### src/rtl/asrv32_wb_arbiter.sv
// IF/MEM to single classic-Wishbone slave arbiter: round-robin on ties, bus cycle starts the edge after a
// request is seen in IDLE, acks are combinational; losers wait while holding stb. Timeout: ASRV32_WB_ARB_TIMEOUT_EN.
module asrv32_wb_arbiter #(
    parameter int TIMEOUT_CYCLES = 255
) (
    input  logic        i_clk,
    input  logic        i_rst_n,
    input  logic        i_stb_inst,
    input  logic [31:0] i_inst_addr,
    input  logic        i_inst_abort,
    output logic [31:0] o_inst,
    output logic        o_ack_inst,
    output logic        o_err_inst,
    input  logic        i_stb_data,
    input  logic        i_we_data,
    input  logic [3:0]  i_sel_data,
    input  logic [31:0] i_data_addr,
    input  logic [31:0] i_data_store,
    output logic [31:0] o_data_load,
    output logic        o_ack_data,
    output logic        o_err_data,
    output logic        o_wb_cyc,
    output logic        o_wb_stb,
    output logic        o_wb_we,
    output logic [3:0]  o_wb_sel,
    output logic [31:0] o_wb_addr,
    output logic [31:0] o_wb_data,
    input  logic [31:0] i_wb_data,
    input  logic        i_wb_ack,
    output logic        o_busy
);
    localparam logic [1:0] S_IDLE  = 2'd0;
    localparam logic [1:0] S_GNT_I = 2'd1;
    localparam logic [1:0] S_GNT_D = 2'd2;

    logic [1:0]  state_q, state_d;
    logic        last_inst_q, last_inst_d;
    logic        cyc_q, cyc_d;
    logic        we_q, we_d;
    logic [3:0]  sel_q, sel_d;
    logic [31:0] addr_q, addr_d;
    logic [31:0] wdat_q, wdat_d;
    logic        timeout;
    logic        pick_data;

    if (TIMEOUT_CYCLES < 1) begin : g_bad_timeout
        $error("asrv32_wb_arbiter: TIMEOUT_CYCLES must be at least 1");
    end

    // Data wins when alone or when instruction was served last.
    assign pick_data = i_stb_data & (~i_stb_inst | last_inst_q);

    always_comb begin
        state_d     = state_q;
        last_inst_d = last_inst_q;
        cyc_d       = cyc_q;
        we_d        = we_q;
        sel_d       = sel_q;
        addr_d      = addr_q;
        wdat_d      = wdat_q;
        case (state_q)
            S_IDLE: begin
                if (pick_data) begin
                    state_d     = S_GNT_D;
                    last_inst_d = 1'b0;
                    cyc_d       = 1'b1;
                    we_d        = i_we_data;
                    sel_d       = i_sel_data;
                    addr_d      = i_data_addr;
                    wdat_d      = i_data_store;
                end else if (i_stb_inst) begin
                    state_d     = S_GNT_I;
                    last_inst_d = 1'b1;
                    cyc_d       = 1'b1;
                    we_d        = 1'b0;
                    sel_d       = 4'hF;
                    addr_d      = i_inst_addr;
                end
            end
            S_GNT_I: begin
                if (i_inst_abort || i_wb_ack || timeout) begin
                    state_d = S_IDLE;
                    cyc_d   = 1'b0;
                end
            end
            S_GNT_D: begin
                if (i_wb_ack || timeout) begin
                    state_d = S_IDLE;
                    cyc_d   = 1'b0;
                end
            end
            default: begin
                state_d = S_IDLE;
                cyc_d   = 1'b0;
            end
        endcase
    end

    always_ff @(posedge i_clk or negedge i_rst_n) begin
        if (!i_rst_n) begin
            state_q     <= S_IDLE;
            last_inst_q <= 1'b1;
            cyc_q       <= 1'b0;
            we_q        <= 1'b0;
            sel_q       <= 4'h0;
            addr_q      <= 32'h0;
            wdat_q      <= 32'h0;
        end else begin
            state_q     <= state_d;
            last_inst_q <= last_inst_d;
            cyc_q       <= cyc_d;
            we_q        <= we_d;
            sel_q       <= sel_d;
            addr_q      <= addr_d;
            wdat_q      <= wdat_d;
        end
    end

`ifdef ASRV32_WB_ARB_TIMEOUT_EN
    localparam int CNT_W = ($clog2(TIMEOUT_CYCLES + 1) > 8) ? $clog2(TIMEOUT_CYCLES + 1) : 8;
    localparam logic [CNT_W-1:0] CNT_LAST = CNT_W'(TIMEOUT_CYCLES - 1);

    logic [CNT_W-1:0] cnt_q;
    logic             err_inst_q;
    logic             err_data_q;

    // Ack beats timeout; an abort ends the fetch without an error.
    assign timeout = (state_q != S_IDLE) && !i_wb_ack
                   && !((state_q == S_GNT_I) && i_inst_abort) && (cnt_q == CNT_LAST);

    always_ff @(posedge i_clk or negedge i_rst_n) begin
        if (!i_rst_n) begin
            cnt_q      <= '0;
            err_inst_q <= 1'b0;
            err_data_q <= 1'b0;
        end else begin
            cnt_q      <= (state_q == S_IDLE) ? '0 : cnt_q + CNT_W'(1);
            err_inst_q <= timeout && (state_q == S_GNT_I);
            err_data_q <= timeout && (state_q == S_GNT_D);
        end
    end

    assign o_err_inst = err_inst_q;
    assign o_err_data = err_data_q;
`else
    assign timeout    = 1'b0;
    assign o_err_inst = 1'b0;
    assign o_err_data = 1'b0;
`endif

    assign o_ack_inst  = (state_q == S_GNT_I) & i_wb_ack & ~i_inst_abort;
    assign o_ack_data  = (state_q == S_GNT_D) & i_wb_ack;
    assign o_inst      = i_wb_data;
    assign o_data_load = i_wb_data;
    assign o_wb_cyc    = cyc_q;
    assign o_wb_stb    = cyc_q;
    assign o_wb_we     = we_q;
    assign o_wb_sel    = sel_q;
    assign o_wb_addr   = addr_q;
    assign o_wb_data   = wdat_q;
    assign o_busy      = (state_q != S_IDLE);
endmodule

### config.mk
export PLATFORM = sky130hd
export DESIGN_NAME = asrv32_wb_arbiter
export DESIGN_NICKNAME = d
export VERILOG_FILES = /design/src/rtl/asrv32_wb_arbiter.sv
export SDC_FILE = /design/constraint.sdc
export NUM_CORES = 1
export LEC_CHECK = 0
export CAP_MARGIN = 20
export CORE_AREA = 3 3 108 110
export CTS_CLUSTER_SIZE = 24
export DETAILED_ROUTE_END_ITERATION = 10
export DIE_AREA = 0 0 111 113
export PLACE_DENSITY = 0.81
export SLEW_MARGIN = 20
export SYNTH_ARGS = -nofsm -noshare
export SYNTH_HDL_FRONTEND = slang
export SYNTH_SLANG_ARGS = --single-unit
### constraint.sdc
create_clock -name i_clk -period 3.8 [get_ports i_clk]
set_input_delay 0.76 -clock i_clk [delete_from_list [all_inputs] [get_ports i_clk]]
set_output_delay 0.76 -clock i_clk [all_outputs]
set_load 0.03 [all_outputs]
==> results of run 1 <==
-- cell families (layout without fill, tap and decap cells) --
family	after synthesis	count (layout)
flip-flops	73	73
buffers and inverters	101	208
other	1	2
AO/OA/AOI/OAI	106	106
AND/OR/NAND/NOR	45	45
multiplexers	33	33
-- worst min-delay path by stage --
stage | startpoint | to | slack (ns) | cells after the start
2_1_floorplan | i_rst_n | o_wb_addr[0]$_DFFE_PN0P_ | 0.46 | 0
3_3_place_gp | o_wb_data[29]$_DFFE_PN0P_ | o_wb_data[29]$_DFFE_PN0P_ | 0.48 | 1
3_5_place_dp | o_wb_data[30]$_DFFE_PN0P_ | o_wb_data[30]$_DFFE_PN0P_ | 0.49 | 1
4_1_cts | o_wb_data[30]$_DFFE_PN0P_ | o_wb_data[30]$_DFFE_PN0P_ | 0.51 | 1
5_1_grt | o_wb_data[10]$_DFFE_PN0P_ | o_wb_data[10]$_DFFE_PN0P_ | 0.53 | 1
6_report | o_wb_data[28]$_DFFE_PN0P_ | o_wb_data[28]$_DFFE_PN0P_ | 0.51 | 1
-- metal layers --
metal | track usage (%) | vias up | part of all wire [%] | routed length (µm)
met2 | 28.4 | 163 | 48 | 5300
met1 | 20.8 | 1497 | 41 | 4520
met4 | 7.80 | 0 | 2.3 | 255
met5 | 0 | - | 0 | 0
li1 | - | 1404 | - | -
met3 | 4.55 | 25 | 7.8 | 857
-- layout make-up --
class                           count  area share [%]
Timing Repair Buffer              187            34.6
Sequential cell                    73            34.2
Multi-Input combinational cell    186            23.9
Tap cell                          140            3.27
Clock buffer                        9            2.31
Clock inverter                      7            1.43
Inverter                            5           0.351
-- synthesized netlist by cell type, drive strengths merged --
cell type / instances / area share, %
mux2: 32 / 9.6
o21a: 1 / 0.20
nor2: 4 / 0.60
a31oi: 32 / 7.0
or2: 1 / 0.17
dfstp: 1 / 0.70
nand3: 33 / 4.5
nor2b: 1 / 0.17
o22ai: 1 / 0.17
inv: 5 / 0.50
o21ai: 33 / 4.4
a21oi: 33 / 4.4
nand2: 1 / 0.099
o22a: 5 / 1.2
nand2b: 2 / 0.33
conb: 1 / 0.099
clkbuf: 20 / 2.0
dfrtp: 72 / 48
mux2i: 1 / 0.27
buf: 76 / 15
nor3: 2 / 0.27
and2: 1 / 0.23
a21boi: 1 / 0.20
-- where the power goes --
part / total [mW] / leakage [nW] / internal, mW / switching [mW]
registers: 1.41 / 0.837 / 1.18 / 0.231
logic: 2.63 / 1.14 / 1.15 / 1.49
clock network: 0.633 / 0.0966 / 0.309 / 0.324
-- flip-flops by register name (all words and copies together) (netlist names) --
name / count
o_wb_data: 32
o_wb_sel: 4
state_q: 2
o_wb_cyc: 1
o_wb_we: 1
last_inst_q: 1
o_wb_addr: 32
-- metrics by stage --
| stage | power, mW | util [%] | worst slack (ns) | hold WS [ns] | cells |
|---|---|---|---|---|---|
| after floorplan | 3.10 | - | 1.58 | 0.464 | 360 |
| after global placement | 4.02 | 47.7 | 0.828 | 0.478 | 591 |
| after detailed placement | 4.09 | 47.7 | 0.810 | 0.487 | 591 |
| after CTS | 4.73 | 49.6 | 0.791 | 0.511 | 607 |
| after global routing | 4.93 | 49.6 | 0.715 | 0.525 | 607 |
| final | 4.68 | 49.6 | 0.802 | 0.506 | 607 |
-- cell usage in the layout (no fill, tap or decap), types with 2 or more instances in the layout --
| cell | instances |
|---|---|
| clkdlybuf4s50_1 | 179 |
| dfrtp_1 | 72 |
| o21ai_0 | 33 |
| a21oi_1 | 33 |
| nand3_1 | 32 |
| mux2_2 | 29 |
| a31oi_1 | 22 |
| a31oi_2 | 10 |
| clkbuf_8 | 9 |
| buf_4 | 8 |
| inv_1 | 5 |
| o22a_1 | 5 |
| nor2_1 | 3 |
| mux2_1 | 3 |
| inv_6 | 3 |
| nand2b_1 | 2 |
| nor3_1 | 2 |
| conb_1 | 2 |
| clkinvlp_4 | 2 |
==> flow_summary_export.csv, run 1 <==
group,metric,value,unit
outcome,status,"completed",
sta,skew,0.0118,ns
placed_design,io_buffer_count,180,
cts,clk_latency,0.35,ns
setup_path,crit_family,"buffers and inverters",
worst_hold_path,hp-class,"flop to flop",
setup_path,path_common_cell,"clkdlybuf4s50_1",
setup_path,worstPathArrival,2.24,ns
yosys,ys_seq_area_share,48.5,%
die,die_w,111,µm
sta,worst_pin_slew,0.915,ns
placed_design,place_congestion,0.780,
yosys,synthAdderAreaFrac,0,%
cells_and_area,register_area,0.00183,mm²
setup_path,path_max_fanout,6,
sta,fin_crit_sh,78.9,%
setup_path,crit_buf_inv,2,
cts,cts.path.max_buffers,2,
yosys,synthMuxAreaShare,9.82,%
cts,clock-sinks,73,
die,initial_core_util,34.9,%
setup_path,crit_end,"o_ack_inst",
sta,setup_violations,0,
setup_path,reg2reg_slack,1.97,ns
setup_path,r2r_start,"state_q[0]$_DFFE_PN0P_",
cts,cts.htree.levels,3,
setup_path,critPathLaunch,"i_wb_ack",
global_route,grt_first_pass_wirelength,17.2,mm
detailed_routing,vias,3089,
cells_and_area,diodes,0,
detailed_routing,wl,10.9,mm
sta,final-hold-violation-count,0,
cts,cts_resized,0,
setup_path,cp_data_required_time,3.04,ns
setup_path,crit_chain,"clkdlybuf4s50_1 -> nand2_1 -> nor3_1 -> clkdlybuf4s50_1",
yosys,ys_ff_latch,73,
setup_path,path_class,"primary input to primary output",
setup_path,crit_slowest_cell,"clkdlybuf4s50_1",
detailed_routing,viasPerCell,5.09,
global_route,track_usage,17.1,%
yosys,synth_warnings,0,
placed_design,dp_hpwl,7.80,mm
die,rows,38,
cells_and_area,final_cell_area,0.00535,mm²
power_and_ir_drop,peakVddDrop,0.000449,V
flow_run,drv_cap,0,
placed_design,placed_area,0.00515,mm²
yosys,syn_area,0.00377,mm²
setup_path,cp_slowest_stage_delay,0.70,ns
cts,tritoncts,"built",
setup_path,start_kind,"primary input",
yosys,netlist_instances,359,
yosys,synth_xor_area_share,0,%
yosys,synth_top_family_by_area,"buffers and inverters",
cts,cts-buffers-inserted,9,
global_route,grt_pass1_vias,3191,
cells_and_area,area_delta_synth_final,42.0,%
cts,cts.reportedPaths.clkPinSlew,0.08,ns
sta,rsz0062_at_grt,"no",
sta,maxSlewHeadroom,39.0,%
cells_and_area,multi_input_area,0.00128,mm²
sta,tns,0,ns
sta,drv_slew,0,
global_route,grt_max_degree,74,
yosys,synth_cell_types,29,
detailed_routing,dr.pass1.iters,4,
cts,holdBufCountCts,0,
sta,max_clock_freq,0.334,GHz
cells_and_area,layout.nets,601,
power_and_ir_drop,cellPowerDensity,874,mW/mm²
setup_path,worst-path-stages,4,
sta,min_period,3.00,ns
cts,cts_setup_buffers,0,
global_route,antenna_found_initial,0,
detailed_routing,drt_iter0_drc,156,
cells_and_area,drive_above_1_share,14.6,%
detailed_routing,wl_per_cell,18.0,µm
global_route,grt_overflow,0,
setup_path,timing.rr.end,"o_wb_data[25]$_DFFE_PN0P_",
cts,cts-root-buf,"clkbuf_8",
setup_path,r2r_cells,5,
setup_path,worst_setup_path_end_kind,"primary output",
die,fp.dieArea,0.0125,mm²
yosys,synth_compound_area_share,17.5,%
cells_and_area,fill_cells,997,
yosys,synthSimpleGateAreaFrac,6.37,%
power_and_ir_drop,p_leak,2.07,nW
die,dieHeight,113,µm
yosys,synth_area_per_cell,10.5,µm²
detailed_routing,drc,0,
die,core_area,0.0108,mm²
detailed_routing,ant_nets,0,
die,io_pins,279,
Power figures use the tool's default switching activity.
==> run 2, diff against run 1 <==
Settings changed: CORE_AREA 3 3 108 110 to default, CORE_MARGIN from default to 3, CORE_UTILIZATION from default to 31, DIE_AREA 0 0 111 113 to default, PLACE_DENSITY 0.81 to 0.77.
Clock period 3.8 ns to 2.7 ns, I/O delays scaled along.
==> run 2 against run 1 <==
- combinational power grew 41%
- via count shrank 3.6%
- clock-buffer cell count grew 1
- final cell count grew 0.66%
- critical path type unchanged
- largest cell class unchanged
- global-route usage shrank 3.2 points
==> flow_summary_export.csv, run 2 (same netlist as run 1, synthesis figures left out) <==
group,metric,value,unit
die,core_area,0.0117,mm²
sta,max_clock_freq,0.388,GHz
cts,clk_latency,0.32,ns
placed_design,io_buffer_count,180,
die,initial_core_util,32.3,%
placed_design,dp_hpwl,7.55,mm
cts,holdBufCountCts,0,
setup_path,worst_setup_path_end_kind,"primary output",
sta,worst_pin_slew,0.878,ns
die,die_w,116,µm
sta,min_period,2.58,ns
cts,cts.htree.levels,3,
detailed_routing,drt_iter0_drc,98,
global_route,track_usage,13.9,%
cells_and_area,layout.nets,602,
global_route,grt_first_pass_wirelength,14.8,mm
detailed_routing,wl_per_cell,15.8,µm
sta,skew,0.00687,ns
outcome,status,"completed",
sta,drv_slew,0,
flow_run,drv_cap,0,
global_route,grt_max_degree,74,
detailed_routing,dr.pass1.iters,4,
setup_path,cp_data_required_time,2.16,ns
power_and_ir_drop,peakVddDrop,0.000467,V
cts,tritoncts,"built",
cells_and_area,fill_cells,1104,
cells_and_area,fin_util,47.2,%
detailed_routing,vias,2979,
global_route,grt_overflow,0,
detailed_routing,viasPerCell,4.88,
placed_design,place_congestion,0.712,
cts,cts-root-buf,"clkbuf_16",
power_and_ir_drop,p_leak,2.15,nW
cells_and_area,area_delta_synth_final,46.1,%
cts,cts.reportedPaths.clkPinSlew,0.06,ns
sta,rsz0062_at_grt,"no",
global_route,antenna_found_initial,0,
die,fp.dieArea,0.0135,mm²
sta,final-hold-violation-count,0,
setup_path,worstPathArrival,2.04,ns
global_route,grt_pass1_vias,3033,
sta,fin_crit_sh,95.5,%
detailed_routing,drc,0,
cells_and_area,diodes,0,
cts,cts-buffers-inserted,9,
worst_hold_path,hp-class,"primary input to async pin",
sta,tns,0,ns
cells_and_area,drive_above_1_share,14.5,%
detailed_routing,ant_nets,0,
cts,cts.path.max_buffers,2,
cts,cts_resized,0,
power_and_ir_drop,cellPowerDensity,1280,mW/mm²
detailed_routing,wl,9.64,mm
cts,cts_setup_buffers,0,
die,io_pins,279,
die,rows,39,
cts,clock-sinks,73,
cells_and_area,final_common_cell,"clkdlybuf4s50_1",
cells_and_area,final_cell_mix,"clkdlybuf4s50_1, dfrtp_1, o21ai_0, a21oi_1, nand3_1",
setup_path,start_kind,"primary input",
sta,setup_violations,0,
setup_path,path_class,"primary input to primary output",
sta,maxSlewHeadroom,41.5,%
setup_path,path_max_fanout,6,
die,dieHeight,116,µm
-- run 2: critical path: stages --
cell and delay (ns):
clkdlybuf4s50_1 0.57, nand2_1 0.08, nor3_1 0.15, clkdlybuf4s50_1 0.70
-- run 2: area by class of cell --
cell class | count | area [µm²] | share of cell area (%)
sequential | 73 | 1830 | 33.2
clock inverter | 6 | 115 | 2.09
multi-input combinational | 186 | 1280 | 23.2
timing repair buffer | 188 | 1860 | 33.8
clock buffer | 10 | 229 | 4.16
tap | 143 | 179 | 3.25
inverter | 5 | 18.8 | 0.341
-- run 2: routing by layer --
metal  global-route usage (%)  vias to the layer above  wire length, µm
li1                         -                     1411                -
met1                     16.2                     1377             3760
met2                     24.2                      163             4720
met3                     3.83                       28              955
met4                     5.72                        0              199
met5                        0                        -                0
-- run 2: metrics by stage --
stage | hold slack [ns] | setup slack, ns | cells | total power, mW | instance area [µm²]
floorplan | 0.244 | 0.922 | 360 | 4.36 | 3770
global placement | 0.478 | 0.182 | 595 | 5.68 | 5160
detailed placement | 0.484 | 0.107 | 595 | 5.76 | 5160
CTS | 0.362 | 0.103 | 611 | 7.13 | 5510
global route | 0.419 | 0.0314 | 611 | 7.42 | 5510
finish | 0.347 | 0.121 | 611 | 7.03 | 5510
-- run 2: report_power, final --
part	switching, mW	internal [mW]	total (mW)
registers	0.309	1.66	1.97
clock network	0.443	0.907	1.35
logic	2.09	1.62	3.71
total	2.84	4.19	7.03
-- run 2: worst paths after layout --
kind	startpoint	end	slack (ns)	depth (start not counted)
max in group asynchronous	i_rst_n	o_wb_addr[17]$_DFFE_PN0P_	1.79	1
min in group i_clk	o_wb_data[28]$_DFFE_PN0P_	o_wb_data[28]$_DFFE_PN0P_	0.50	1
setup / recovery	i_wb_ack	o_ack_inst	0.12	4
setup reg to reg	state_q[0]$_DFFE_PN0P_	o_wb_addr[9]$_DFFE_PN0P_	0.87	4
hold / removal	i_rst_n	o_wb_data[13]$_DFFE_PN0P_	0.35	1
hold reg to reg	o_wb_data[28]$_DFFE_PN0P_	o_wb_data[28]$_DFFE_PN0P_	0.50	1
